<file path="src/rtl/ln_sfu_pkg.sv">
// Shared types and constants for the layer-norm special-function sequencers:
// state encoding, stage indices and small state-decode helpers.
package ln_sfu_pkg;

  localparam int NUM_STAGES = 6;

  localparam int ST_SQ  = 0;
  localparam int ST_SUM = 1;
  localparam int ST_DIV = 2;
  localparam int ST_SUB = 3;
  localparam int ST_EPS = 4;
  localparam int ST_GAM = 5;

  // Stage states are numbered so that state code = stage index + 1.
  typedef enum logic [3:0] {
    S_IDLE = 4'd0,
    S_SQ   = 4'd1,
    S_SUM  = 4'd2,
    S_DIV  = 4'd3,
    S_SUB  = 4'd4,
    S_EPS  = 4'd5,
    S_GAM  = 4'd6,
    S_RES  = 4'd7,
    S_ERR  = 4'd8
  } state_t;

  function automatic logic [2:0] state_code(input state_t s);
    return (s == S_ERR) ? 3'd7 : s[2:0];
  endfunction

  function automatic logic is_busy(input state_t s);
    return !((s == S_IDLE) || (s == S_ERR));
  endfunction

  function automatic logic is_stage(input state_t s);
    return (s >= S_SQ) && (s <= S_GAM);
  endfunction

endpackage

</file>
<file path="src/rtl/ln_stage_timer.sv">
// Per-stage timeout counter: loaded on a stage launch, counts while the stage
// waits for its done, flags once LIMIT cycles have elapsed. Built only with LN_SEQ_TIMEOUT_EN.
`ifdef LN_SEQ_TIMEOUT_EN
module ln_stage_timer #(
  parameter int LIMIT = 1024,
  parameter int CNT_W = 11
) (
  input  logic clk,
  input  logic rst_n,
  input  logic load,
  input  logic clear,
  input  logic run,
  output logic hit
);

  localparam logic [CNT_W-1:0] HIT_AT = CNT_W'(LIMIT - 1);

  logic [CNT_W-1:0] cnt;

  // The launch edge itself counts as the first elapsed cycle, so the state
  // machine sees hit in the last waiting cycle and reaches ERR LIMIT cycles after go.
  always_ff @(posedge clk or negedge rst_n) begin
    if (!rst_n) begin
      cnt <= '0;
    end else if (clear) begin
      cnt <= '0;
    end else if (load) begin
      cnt <= CNT_W'(1);
    end else if (run && (cnt != '1)) begin
      cnt <= cnt + 1'b1;
    end
  end

  assign hit = run && (cnt >= HIT_AT);

endmodule
`endif

</file>
<file path="src/rtl/ln_var_seq.sv">
// Variance / gamma-scale sequencer: launches six arithmetic stages in order and
// hands back a result. Optional stage timeout enabled by LN_SEQ_TIMEOUT_EN.
module ln_var_seq
  import ln_sfu_pkg::*;
#(
  parameter int TIMEOUT_CYC = 1024,
  parameter int CNT_W       = 11
) (
  input  logic                  clk,
  input  logic                  rst_n,
  input  logic                  start_i,
  input  logic                  abort_i,
  input  logic                  eq_valid_i,
  input  logic [NUM_STAGES-1:0] stage_done_i,
  output logic [NUM_STAGES-1:0] stage_go_o,
  output logic [2:0]            stage_o,
  output logic                  busy_o,
  output logic                  valid_o,
  input  logic                  ready_i,
  output logic                  err_o
);

  if (CNT_W < $clog2(TIMEOUT_CYC + 1)) begin : g_cnt_w_check
    $error("CNT_W too narrow to hold TIMEOUT_CYC");
  end

  state_t                state, state_nxt;
  logic [NUM_STAGES-1:0] go_nxt;
  logic                  armed, armed_nxt;
  logic                  pending, pending_nxt;
  logic [2:0]            idx;
  logic                  go_now, advance, timeout_hit;

  // armed: the current stage has launched and its done may now be sampled.
  assign idx     = state[2:0] - 3'd1;
  assign go_now  = |stage_go_o;
  assign advance = is_stage(state) && armed && stage_done_i[idx];

`ifdef LN_SEQ_TIMEOUT_EN
  ln_stage_timer #(
    .LIMIT (TIMEOUT_CYC),
    .CNT_W (CNT_W)
  ) u_timer (
    .clk   (clk),
    .rst_n (rst_n),
    .load  (go_now),
    .clear (abort_i | advance),
    .run   (armed),
    .hit   (timeout_hit)
  );
`else
  assign timeout_hit = 1'b0;
  assign err_o       = 1'b0;
`endif

  always_comb begin
    // NOTE: every output of this block gets a default first so no path can infer a latch.
    state_nxt   = state;
    go_nxt      = '0;
    armed_nxt   = armed;
    pending_nxt = pending;
    if (abort_i) begin
      state_nxt   = S_IDLE;
      armed_nxt   = 1'b0;
      pending_nxt = 1'b0;
    end else begin
      if (start_i && is_busy(state)) pending_nxt = 1'b1;
      case (state)
        S_IDLE: begin
          if (start_i) begin
            state_nxt      = S_SQ;
            go_nxt[ST_SQ]  = 1'b1;
          end
        end
        S_RES: begin
          if (ready_i) begin
            if (pending_nxt) begin
              state_nxt     = S_SQ;
              go_nxt[ST_SQ] = 1'b1;
              pending_nxt   = 1'b0;
            end else begin
              state_nxt = S_IDLE;
            end
          end
        end
        S_ERR: ;
        default: begin
          if (go_now) begin
            armed_nxt = 1'b1;
          end else if (advance) begin
            armed_nxt = 1'b0;
            if (state == S_GAM) begin
              state_nxt = S_RES;
            end else begin
              state_nxt = state_t'(state + 4'd1);
              // The subtract stage cannot launch until the external E^2 operand is valid.
              if ((state_nxt != S_SUB) || eq_valid_i)
                go_nxt = NUM_STAGES'(1) << (idx + 3'd1);
            end
          end else if (timeout_hit) begin
            state_nxt = S_ERR;
            armed_nxt = 1'b0;
          end else if ((state == S_SUB) && !armed && eq_valid_i) begin
            go_nxt[ST_SUB] = 1'b1;
          end
        end
      endcase
    end
  end

  // NOTE: sequential state uses non-blocking assignments so every register samples pre-edge values.
  always_ff @(posedge clk or negedge rst_n) begin
    if (!rst_n) begin
      state      <= S_IDLE;
      stage_go_o <= '0;
      stage_o    <= 3'd0;
      busy_o     <= 1'b0;
      valid_o    <= 1'b0;
      armed      <= 1'b0;
      pending    <= 1'b0;
`ifdef LN_SEQ_TIMEOUT_EN
      err_o      <= 1'b0;
`endif
    end else begin
      state      <= state_nxt;
      stage_go_o <= go_nxt;
      stage_o    <= state_code(state_nxt);
      busy_o     <= is_busy(state_nxt);
      valid_o    <= (state_nxt == S_RES);
      armed      <= armed_nxt;
      pending    <= pending_nxt;
`ifdef LN_SEQ_TIMEOUT_EN
      err_o      <= (state_nxt == S_ERR);
`endif
    end
  end

endmodule

</file>
<file path="config.mk">
export PLATFORM = sky130hd
export DESIGN_NAME = ln_var_seq
export DESIGN_NICKNAME = d
export VERILOG_FILES = /design/src/rtl/ln_sfu_pkg.sv /design/src/rtl/ln_stage_timer.sv /design/src/rtl/ln_var_seq.sv
export SDC_FILE = /design/constraint.sdc
export NUM_CORES = 1
export LEC_CHECK = 0
export BUFFER_PORTS_ARGS = -buffer_cell sky130_fd_sc_hd__buf_2
export CORE_ASPECT_RATIO = 0.8
export CORE_MARGIN = 1
export CORE_UTILIZATION = 33
export CTS_CLUSTER_DIAMETER = 120
export CTS_CLUSTER_SIZE = 40
export DETAILED_ROUTE_END_ITERATION = 8
export MAX_ROUTING_LAYER = met4
export PLACE_DENSITY = 0.51
export SYNTH_ARGS = -nofsm -noshare
export SYNTH_HDL_FRONTEND = slang
export SYNTH_SLANG_ARGS = --single-unit
</file>
<file path="constraint.sdc">
create_clock -name clk -period 4.3 [get_ports clk]
set_input_delay 0.645 -clock clk [delete_from_list [all_inputs] [get_ports clk]]
set_output_delay 0.645 -clock clk [all_outputs]
set_load 0.02 [all_outputs]
</file>
Word-level counts from Yosys, hierarchy flattened:

Cells that the tools add are included.

* $add $sub $neg: 3
* multipliers: 0
* div/mod/pow operators: 0
* $lt $le $gt $ge: 3
* equality and inequality tests: 8
* shift-type cells: 1
* multiplexer cells: 33
* bitwise gates (word level): 0
* reductions and logical operators: 18

Operators by type and width (number)
* $mux 4: 6
* $mux 6: 4
* $eq 4x3->1 const B: 4
* $mux 1: 16
* $pmux 4 s3: 1
* $eq 4x4->1 const B: 2
* $logic_not 4->1: 2
* $logic_and 1x1->1: 6
* $mux 3: 2
* $reduce_or 6->1: 1
* $shl 1x3->6 const A: 1
* $mux 5: 1
* $add 4x1->4 const B: 1
* $ge 4x1->1 const B: 1
* $le 4x3->1 const B: 1
* $lt 3x4->1 const B: 1
* $ne 4x3->1 const B: 1
* $add 3x1->3 const B: 1
* $bmux 1 s3: 1
* $logic_not 1->1: 3
* $logic_or 1x1->1: 3
* $pmux 1 s3: 1
* $reduce_bool 3->1: 1
* $reduce_or 3->1: 1
* 4 further kinds: 4

* flip-flop bits (word level): 17
* latch bits: 0
* RAM bits: 0
* memory bits (read-only): 0
* input bits: 12
* word-level logic and storage cells: 73
* memories: 0

Depth between registers and ports, before layout:

Gate-level depths: netlist of the first run.

* depth in word-level cells: 13
* depth in mapped cells: 9

Least setup slack after synthesis of the first run:

OpenSTA, ideal clock, no wires.

* path type: reg-to-reg
* start point: reg state[0]
* end point: reg busy_o
* data arrival time: 2415 ps
* data required time: 4169 ps
* setup slack: 1754 ps
* cell stages (with the launch flop): 9
* path through: dfrtp_1 > inv_1 > ha_1 > mux4_1 > nand2b_1 > a2111oi_4 > nand2_1 > and4bb_4 > or3_1

* elaborated cells on any way between the ends: 30

RTL lines
* start, declared: RTL line ln_var_seq.sv:27 `state_t state, state_nxt;`
* start signal, assigned: RTL line ln_var_seq.sv:125 `state <= state_nxt;`
* $sub 3x1->3, or another cell as far along: RTL line ln_var_seq.sv:35 `assign idx = state[2:0] - 3'd1;`
* $bmux 1 s3 or $logic_and 1x1->1 (tied branches): RTL line ln_var_seq.sv:37, ln_sfu_pkg.sv:36
* $mux 1 (implied by the code) or $logic_and 1x1->1 (tied branches): RTL line ln_var_seq.sv:37 `assign advance = is_stage(state) && armed && stage_done_i[idx];`
* $logic_and 1x1->1: RTL line ln_var_seq.sv:37
* $mux 4: RTL line ln_var_seq.sv:90 `end else if (advance) begin`
* $mux 4: RTL line ln_var_seq.sv:88 `if (go_now) begin`
* $pmux 4 s3 (*): RTL line ln_var_seq.sv:68 `case (state)`
* $mux 4 (*): RTL line ln_var_seq.sv:62 `if (abort_i) begin`
* via state_nxt[1]: RTL line ln_var_seq.sv:27
* $eq 4x4->1 or $logic_not 4->1 (tied branches): RTL line ln_sfu_pkg.sv:32 `return !((s == S_IDLE) || (s == S_ERR));`
* $logic_or 1x1->1 (*): RTL line ln_sfu_pkg.sv:32
* $logic_not 1->1 (*): RTL line ln_sfu_pkg.sv:32
* end signal, assigned: RTL line ln_var_seq.sv:128 `busy_o <= is_busy(state_nxt);`
* end, declared: RTL line ln_var_seq.sv:17 `output logic busy_o,`

Mark *: on every way through the listed nets, which the timed path passes. The rest lies on a longest branch. The select of a mux whose other input is x is not followed.
A chain may end at the register's enable or synchronous reset.

Final worst setup path of the first run:

* start point: reg state[0]
* end point: reg stage_go_o[2]

* cells in the longest elaborated chain, start to end: 9
* elaborated cells on any way between the ends: 24

Ends and longest elaborated chain
* $sub 3x1->3 or $add 4x1->4 (tied branches): RTL line ln_var_seq.sv:35, ln_var_seq.sv:95
* $add 3x1->3 or $ne 4x3->1 (tied branches): RTL line ln_var_seq.sv:98, ln_var_seq.sv:97
* $shl 1x3->6 or $logic_or 1x1->1 (tied branches): RTL line ln_var_seq.sv:98, ln_var_seq.sv:97
* $mux 6: RTL line ln_var_seq.sv:97 `if ((state_nxt != S_SUB) || eq_valid_i)`
* $mux 6: RTL line ln_var_seq.sv:92 `if (state == S_GAM) begin`
* $mux 3: RTL line ln_var_seq.sv:90
* $mux 6: RTL line ln_var_seq.sv:88
* $mux 5 (*): RTL line ln_var_seq.sv:68
* $mux 6 (*): RTL line ln_var_seq.sv:62
* via go_nxt[2]: RTL line ln_var_seq.sv:28 `logic [NUM_STAGES-1:0] go_nxt;`
* end signal, assigned: RTL line ln_var_seq.sv:126 `stage_go_o <= go_nxt;`
* end, declared: RTL line ln_var_seq.sv:15 `output logic [NUM_STAGES-1:0] stage_go_o,`

Marked as above.

==> results.toml, run 1 <==
[global_route]
grt_max_degree = 18
grt_pass1_vias = 850
overflow = 0
grt_pass1_wl_um = 4020
grt_use_total_pct = 15.7
antenna_found_initial = 0

[place]
dp.cells = 170
post-place-ws_ns = 1.40
dp_hpwl_um = 1810
place.gp.congestion = 0.883
io_buffers = 22

[routing]
drt-total-wl_um = 2380
final_antenna_net_count = 0
via_per_inst = 5.24
dr.pass1.iters = 4
routedWlPerCell_um = 13.7
num_vias = 912
drc = 0
drt_iter0_drc = 43

[timing]
holdWs_ns = 0.302
layout_setup_ws_ns = 1.39
fmax_mhz = 343
worst_slew_pin_slew_ns = 0.556
hold_viol_final = 0
slew_violations = 0
slew_headroom_pct = 62.9
timing.setup.tns_ns = 0
fin_worst_skew_ns = 0.00799
period_share_pct = 67.8
rsz0062_at_grt = "no"
setup_violations = 0
post-route-min-period_ns = 2.91

[yosys]
synth_top_cell_area_share_pct = 39.5
synth_most_common_cell = "dfrtp_1"
synth_ff_type = "dfrtp_1"
async_flop_share_pct = 100
synthesis.area_um2 = 1080
syn_inst = 113
syn_area_per_cell_um2 = 9.53
ys_warn_count = 0
yosys.area.top_type = "dfrtp_1"
yosys_register_bits = 17
synth_nets = 133
synth_edf_count = 0
ys_seq_area_share_pct = 39.5
ys_types = 37
synth_commonest_cells = "dfrtp_1, ha_1, nand2_1, nor2_1, inv_1"
synthTopCellsByArea = "dfrtp_1, ha_1, nand2b_1"

[power]
intPower_w = 0.000337
vdd_drop_max_mv = 0.181
power_frac_clock_pct = 21.3
p_seq_share_pct = 36.7
power.total_w = 0.000556
swShare_pct = 39.4
power_frac_comb_pct = 42.0
netSwitchingPower_w = 0.000219
power_density_nw_per_um2 = 441
p_leak_nw = 0.596

[outcome]
outcome = "complete, no violations"

[cells_and_area]
area_growth_pct = 17.1
multi_input_area_um2 = 603
diodes = 0
fillCellCount = 323
drive_gt1_share_pct = 23.1
final_nets = 155
regArea_um2 = 425
instances_no_fill = 174

[setup_path]
crit_chain = "inv_1 > ha_1 > mux4_1 > nand2b_1 > a2111oi_4 > o2111ai_1 > nor4b_1"
cp-end-kind = "flip-flop"
worstSetupPathType = "reg -> reg"
cpPeakStageDelay_ns = 0.60
critPathLaunchType = "flip-flop"
path_delay_family = "compound AO/OA/AOI/OAI gates"
path_buf_inv = 1
slowest_stage = "a2111oi_4"
cp.arrival_ns = 3.04
crit_required_ns = 4.42
cp_max_fo = 10

[clocking]
cts_tree = "done"
cts_setup_buffers = 0
root_buffer = "clkbuf_8"
clkTransAtPathRegs_ns = 0.07
post_cts_resized = 0
clk_latency_ns = 0.25
cts_buffer_depth = 2
clock_sinks = 17
htreeDepth = 1
cts_buffers = 3
cts_hold_buf = 0

[floorplanning]
io_pins = 24
die-area_um2 = 3500
die_y_um = 53.1
design.core.area_um2 = 3110
die_w_um = 65.9
initial_utilization_pct = 34.7
fp-row-count = 18

[run]
max-cap-violations = 0

[min_path]
hold_class = "in -> async"
[worst paths after layout]
path                            cells after the start  startpoint            end  slack [ns]
worst max register to register                      7    state[0]  stage_go_o[2]        1.39
max in group asynchronous                           1       rst_n        pending        3.72
min in group clk                                    2     pending        pending        0.59
worst min register to register                      2     pending        pending        0.59
worst max-delay path                                7    state[0]  stage_go_o[2]        1.39
worst min-delay path                                1       rst_n         busy_o        0.30
[area by class of cell]
| class | instances | area share, % |
|---|---|---|
| Clock inverter | 1 | 0.397 |
| Tap cell | 40 | 3.97 |
| Clock buffer | 3 | 3.27 |
| Sequential cell | 17 | 33.7 |
| Multi-Input combinational cell | 84 | 47.8 |
| Timing Repair Buffer | 22 | 8.73 |
| Inverter | 7 | 2.08 |
[power groups by stage]
stage	Clock, W	Combinational, W	Sequential [W]
2_1_floorplan	0	0.000162	0.000218
3_3_place_gp	0	0.000234	0.000206
3_5_place_dp	0	0.000232	0.000207
4_1_cts	0.000121	0.000234	0.000205
5_1_grt	0.000128	0.000259	0.000208
6_report	0.000118	0.000234	0.000204
[registers in the layout, summed over array words and instances (netlist names)]
| name | flops |
|---|---|
| state | 4 |
| pending | 1 |
| valid_o | 1 |
| armed | 1 |
| stage_go_o | 6 |
| busy_o | 1 |
| stage_o | 3 |
[metrics by stage]
step | utilization, % | instance area [µm²]
2_1_floorplan | - | 1080
3_3_place_gp | 39.1 | 1210
3_5_place_dp | 39.1 | 1210
4_1_cts | 40.6 | 1260
5_1_grt | 40.6 | 1260
6_report | 40.6 | 1260
[layer usage]
metal | wire (µm) | GRT usage [%] | up-vias
li1 | - | - | 446
met1 | 1130 | 19.4 | 441
met2 | 1140 | 26.7 | 25
met3 | 113 | 4.53 | 0
met4 | 0 | 1.09 | 0
met5 | 0 | - | -
[layout by cell type, fill, tap and decap left out, types with 3 or more instances in the layout]
cell and n:
nor2b_1 5, nor2_1 8, inv_1 7, buf_2 22
a31oi_1 4, clkbuf_8 3, nand2b_1 5, nand3_1 5
nand2_1 8, a21oi_1 5, nor3_1 6, o21ai_0 4
ha_1 8, nand3b_1 3, dfrtp_1 17
[kinds of logic (layout without fill, tap and decap cells)]
group | count (synthesis) | count (layout) | synth area share [%]
mux | 2 | 2 | 3.48
compound gates | 22 | 22 | 16.0
simple gates | 50 | 50 | 26.0
flops | 17 | 17 | 39.5
xor+xnor | 1 | 1 | 0.813
fa+ha+maj | 8 | 8 | 9.29
other cells | 1 | 1 | 0.348
buf+inv | 12 | 33 | 4.53
[worst register-to-register path, stage by stage (launching register included)]
cell and delay, ns:
dfrtp_1 0.57, inv_1 0.21, ha_1 0.38, mux4_1 0.23, nand2b_1 0.09, a2111oi_4 0.60
o2111ai_1 0.30, nor4b_1 0.42
Power figures use the tool's default switching activity.
==> inputs of run 2 (changes only) <==
--- a/config.mk
+++ b/config.mk
@@ -13,7 +13,7 @@
 export CTS_CLUSTER_SIZE = 40
 export DETAILED_ROUTE_END_ITERATION = 8
 export MAX_ROUTING_LAYER = met4
-export PLACE_DENSITY = 0.51
+export PLACE_DENSITY = 0.53
 export SYNTH_ARGS = -nofsm -noshare
 export SYNTH_HDL_FRONTEND = slang
 export SYNTH_SLANG_ARGS = --single-unit
==> constraint.sdc (replaced) <==
create_clock -name clk -period 2.5 [get_ports clk]
set_input_delay 0.375 -clock clk [delete_from_list [all_inputs] [get_ports clk]]
set_output_delay 0.375 -clock clk [all_outputs]
set_load 0.02 [all_outputs]
==> run 2 against run 1 <==
Sequential power up 60%. Combinational power increased by 110%. Clock power up 75%. Die area stayed put. Critical path depth is 3 higher. Highest routed layer is now met4. Power rose by 83%. Clock skew decreased by 0.0011 ns. Design area is 7.3% higher.
==> results.toml, run 2 (synthesis gave the netlist of run 1 again) <==
[floorplanning]
die_y_um = 53.1
fp-row-count = 18
io_pins = 24
die-area_um2 = 3500
die_w_um = 65.9
initial_utilization_pct = 34.7
design.core.area_um2 = 3110

[global_route]
grt_max_degree = 18
grt-busiest-layer = "met2"
overflow = 0
met1_usage_pct = 19.8
grt_pass1_wl_um = 4110
antenna_found_initial = 0
grt_use_total_pct = 16.8
grt_pass1_vias = 885
use_met3_pct = 5.60
grtUsageMet2_pct = 26.4

[clocking]
clk_latency_ns = 0.25
clkTransAtPathRegs_ns = 0.07
root_buffer = "clkbuf_8"
clock_sinks = 17
cts_tree = "done"
htreeDepth = 1
cts_buffers = 3
cts_buffer_depth = 2

[routing]
routedWlPerCell_um = 13.3
final_antenna_net_count = 0
dr.pass1.iters = 4
drc = 0
drt-total-wl_um = 2440
via_per_inst = 5.20
num_vias = 957
drt_iter0_drc = 14

[place]
dp.cells = 179
place.gp.congestion = 0.867
post_dp_cell_area_um2 = 1280
io_buffers = 22
dp_hpwl_um = 1880

[power]
p_leak_nw = 0.646
power_density_nw_per_um2 = 752
power.total_w = 0.00102
vdd_drop_max_mv = 0.376

[timing]
fmax_mhz = 418
slew_headroom_pct = 64.6
post-route-min-period_ns = 2.40
hold_viol_final = 0
slew_violations = 0
fin_worst_skew_ns = 0.00689
setup_violations = 0
period_share_pct = 95.8
worst_slew_pin_slew_ns = 0.527

[cells_and_area]
final_nets = 165
diodes = 0
instances_no_fill = 184
largest_reg_flops = 6
layout_common_cells = "buf_2, dfrtp_1, buf_4"
final_common_cell = "buf_2"
drive_gt1_share_pct = 29.9
top_regs = "stage_go_o (6), state (4), stage_o (3)"
area_growth_pct = 25.7
final_area_um2 = 1350
top_register = "stage_go_o"

[setup_path]
cp.arrival_ns = 2.59
crit_start = "state[1]"
crit_required_ns = 2.69
cp-end-kind = "flip-flop"
worstRegToRegCells = 10
worstReg2RegEnd = "valid_o"
r2r-start = "state[1]"
r2r_slack_ns = 0.10
critPathLaunchType = "flip-flop"
worstSetupPathType = "reg -> reg"
cp_max_fo = 8

[run]
max-cap-violations = 0

[outcome]
outcome = "complete, no violations"

[min_path]
hold_class = "in -> async"
-- run 2: cell types whose count changed in the layout (fill, tap and decap cells not counted) --
cell        before  now
clkinvlp_4       0    1
nor3_1           6    5
a31oi_2          0    1
buf_4            0    9
clkinv_2         1    0
a31oi_1          4    3
nor3_2           0    1
buf_6            0    1
-- run 2: layer usage --
metal,vias to the layer above,wire (µm)
met1,460,1110
met4,0,41
met3,7,117
li1,465,-
met5,-,0
met2,25,1170
-- run 2: how the worst max path moves through the flow --
| stage | endpoint | slack (ns) |
|---|---|---|
| finish | valid_o | 0.10 |
| floorplan | busy_o | 0.008 |
| global placement | busy_o | 0.11 |
| CTS | busy_o | 0.05 |
| detailed placement | busy_o | 0.06 |
| global route | busy_o | -0.007 |
-- run 2: per-stage QoR --
step / TNS [ns] / util, % / setup slack (ns) / hold slack (ns)
after floorplan: 0 / - / 0.00779 / 0.0794
after global placement: 0 / 41.3 / 0.106 / 0.309
after detailed placement: 0 / 41.3 / 0.0602 / 0.317
after CTS: 0 / 42.8 / 0.0520 / 0.0420
after global routing: -0.00703 / 43.6 / -0.00703 / 0.0501
final: 0 / 43.6 / 0.105 / 0.0276
-- run 2: repair_timing --
item / 4_1_cts / 5_1_grt
hold buffers: 0 / 0
buffers inserted: 0 / 1
endpoints found under the setup margin: 0 / 8
resized for setup: 0 / 3
-- run 2: worst max-delay path, stage by stage, from the launching register on --
cell and delay (ns):
dfrtp_1 0.38, inv_1 0.13, ha_1 0.29, mux4_1 0.22, nand2b_1 0.09, a2111oi_4 0.36
buf_6 0.18, nor3_2 0.05, a311oi_2 0.23, buf_4 0.19, and4b_1 0.20
-- run 2: area by class of cell --
| cell class | instances | area, µm² |
|---|---|---|
| fillers | 318 | 1750 |
| well taps | 40 | 50.0 |
| clock inverters | 1 | 7.51 |
| flip-flops and latches | 17 | 425 |
| inverters | 7 | 26.3 |
| multi-input cells | 84 | 614 |
| repair buffers | 32 | 189 |
| clock buffers | 3 | 41.3 |
-- run 2: where the power goes --
group | switching (W) | internal (W)
combinational | 0.000282 | 0.000202
sequential | 0.0000149 | 0.000312
clock | 0.0000946 | 0.000112
total | 0.000392 | 0.000626
==> inputs of run 3 (changes only) <==
--- a/config.mk
+++ b/config.mk
@@ -6,14 +6,13 @@
 export NUM_CORES = 1
 export LEC_CHECK = 0
 export BUFFER_PORTS_ARGS = -buffer_cell sky130_fd_sc_hd__buf_2
-export CORE_ASPECT_RATIO = 0.8
 export CORE_MARGIN = 1
 export CORE_UTILIZATION = 33
 export CTS_CLUSTER_DIAMETER = 120
 export CTS_CLUSTER_SIZE = 40
 export DETAILED_ROUTE_END_ITERATION = 8
 export MAX_ROUTING_LAYER = met4
-export PLACE_DENSITY = 0.53
+export PLACE_DENSITY_LB_ADDON = 0.08
 export SYNTH_ARGS = -nofsm -noshare
 export SYNTH_HDL_FRONTEND = slang
 export SYNTH_SLANG_ARGS = --single-unit
==> run 3 against run 2 <==
Setup slack improved by 0.030 ns. Clock skew decreased by 0.0067 ns. Critical path type unchanged. Sequential share of layout area decreased by 0.12 points. Largest power group unchanged. Utilization increased by 0.59 points. Critical endpoint is now busy_o. Critical path depth decreased by 1. Highest routed layer unchanged. Hold slack improved by 0.37 ns. Clock-buffer cell count increased by 1.
==> results.toml, run 3 (synthesis gave the netlist of run 1 again) <==
[global_route]
antenna_found_initial = 0
overflow = 0
grt_pass1_vias = 934
grt_use_total_pct = 17.2
grt_max_degree = 18
grt_pass1_wl_um = 4290

[routing]
drt-total-wl_um = 2540
num_vias = 927
final_antenna_net_count = 0
routedWlPerCell_um = 13.4
via_per_inst = 4.88
drc = 0
drt_iter0_drc = 15
dr.pass1.iters = 4

[floorplanning]
io_pins = 24
design.core.area_um2 = 3080
fp-row-count = 20
die-area_um2 = 3500
die_w_um = 59.1
initial_utilization_pct = 35.0
die_y_um = 59.1

[clocking]
cts_buffer_depth = 2
clkTransAtPathRegs_ns = 0.09
clock_sinks = 17
cts_tree = "done"
htreeDepth = 1
root_buffer = "clkbuf_4"
cts_buffers = 3
clk_latency_ns = 0.28

[setup_path]
worstSetupPathType = "reg -> reg"
cp-end-kind = "flip-flop"
crit_start = "state[0]"
r2r-start = "state[0]"
cp.arrival_ns = 2.54
critPathLaunchType = "flip-flop"
crit_required_ns = 2.67
cp_max_fo = 8

[cells_and_area]
layout_common_cells = "buf_2, dfrtp_1, buf_4"
top_regs = "stage_go_o (6), state (4), stage_o (3)"
final_area_um2 = 1360
fillCellCount = 318
drive_gt1_share_pct = 30.8
diodes = 0
final_common_cell = "buf_2"
largest_reg_flops = 6
fin_util_pct = 44.1
final_nets = 167
top_register = "stage_go_o"
area_growth_pct = 26.1

[run]
max-cap-violations = 0

[place]
place.gp.congestion = 0.868
post-place-ws_ns = 0.0134
dp_hpwl_um = 1960
post_dp_cell_area_um2 = 1280
io_buffers = 22

[power]
p_leak_nw = 0.649
power_density_nw_per_um2 = 708
vdd_drop_max_mv = 0.376

[outcome]
outcome = "complete, no violations"

[timing]
setup_violations = 0
timing.setup.tns_ns = 0
slew_headroom_pct = 62.9
period_share_pct = 94.6
worst_slew_pin_slew_ns = 0.551
holdWs_ns = 0.397
slew_violations = 0
rsz0062_at_grt = "no"
post-route-min-period_ns = 2.36
fmax_mhz = 423
hold_viol_final = 0
layout_setup_ws_ns = 0.135
fin_worst_skew_ns = 0.000215

[min_path]
hold_class = "in -> reg"
hp-start = "abort_i"
[run 3: changes by cell type in the layout (fill, tap and decap cells not counted), moves of 2 or more]
cell,before,now
inv_2,0,2
clkbuf_8,3,0
inv_1,7,5
clkbuf_4,0,3
[run 3: worst paths after layout]
| path | slack [ns] | cells past startpoint | to |
|---|---|---|---|
| worst max-delay path | 0.14 | 9 | busy_o |
| worst min-delay path | 0.40 | 2 | armed |
| worst max register to register | 0.14 | 9 | busy_o |
| worst min register to register | 0.59 | 2 | pending |
| max in group asynchronous | 1.71 | 2 | state[1] |
| min in group asynchronous | 0.53 | 2 | stage_go_o[4] |
[run 3: repair_timing]
| action | in CTS | in global routing |
|---|---|---|
| setup buffers | 2 | 1 |
| pin swaps | 1 | 1 |
| resized for setup | 0 | 6 |
| setup endpoints to repair | 1 | 6 |
| cloned | 0 | 0 |
| hold buffers | 1 | 0 |
| hold endpoints to repair | 17 | 0 |
[run 3: per-stage QoR]
| stage | instances | total power [W] |
|---|---|---|
| floorplan | 113 | 0.000653 |
| global placement | 182 | 0.000802 |
| detailed placement | 182 | 0.000802 |
| CTS | 189 | 0.000948 |
| global route | 190 | 0.00104 |
| finish | 190 | 0.000962 |
[run 3: critical path, stage by stage, from the launching register on]
cell,delay [ns]
dfrtp_1,0.40
inv_2,0.07
ha_1,0.33
mux4_1,0.22
nand2b_1,0.09
a2111oi_4,0.36
buf_6,0.18
nand2_1,0.05
and4bb_4,0.22
or3_1,0.34
[run 3: report_power, final]
group | internal, W | total [W] | switching (W)
Combinational | 0.000205 | 0.000488 | 0.000284
Sequential | 0.000312 | 0.000331 | 0.0000196
Clock | 0.0000619 | 0.000142 | 0.0000800
[run 3: final cells by class]
| cell class | count | area (µm²) | share of cell area, % |
|---|---|---|---|
| well taps | 44 | 55.1 | 4.05 |
| multi-input cells | 84 | 616 | 45.3 |
| clock buffers | 4 | 26.3 | 1.93 |
| inverters | 7 | 26.3 | 1.93 |
| repair buffers | 34 | 210 | 15.5 |
| flip-flops and latches | 17 | 425 | 31.3 |
[run 3: layer usage]
| layer | up-vias | wire [µm] | part of all wire, % | track usage, % |
|---|---|---|---|---|
| li1 | 469 | - | - | - |
| met3 | 2 | 84 | 3.3 | 3.93 |
| met2 | 19 | 1280 | 50 | 28.6 |
| met1 | 437 | 1170 | 46 | 21.1 |
| met5 | - | 0 | 0 | - |
| met4 | 0 | 10 | 0.39 | 4.08 |
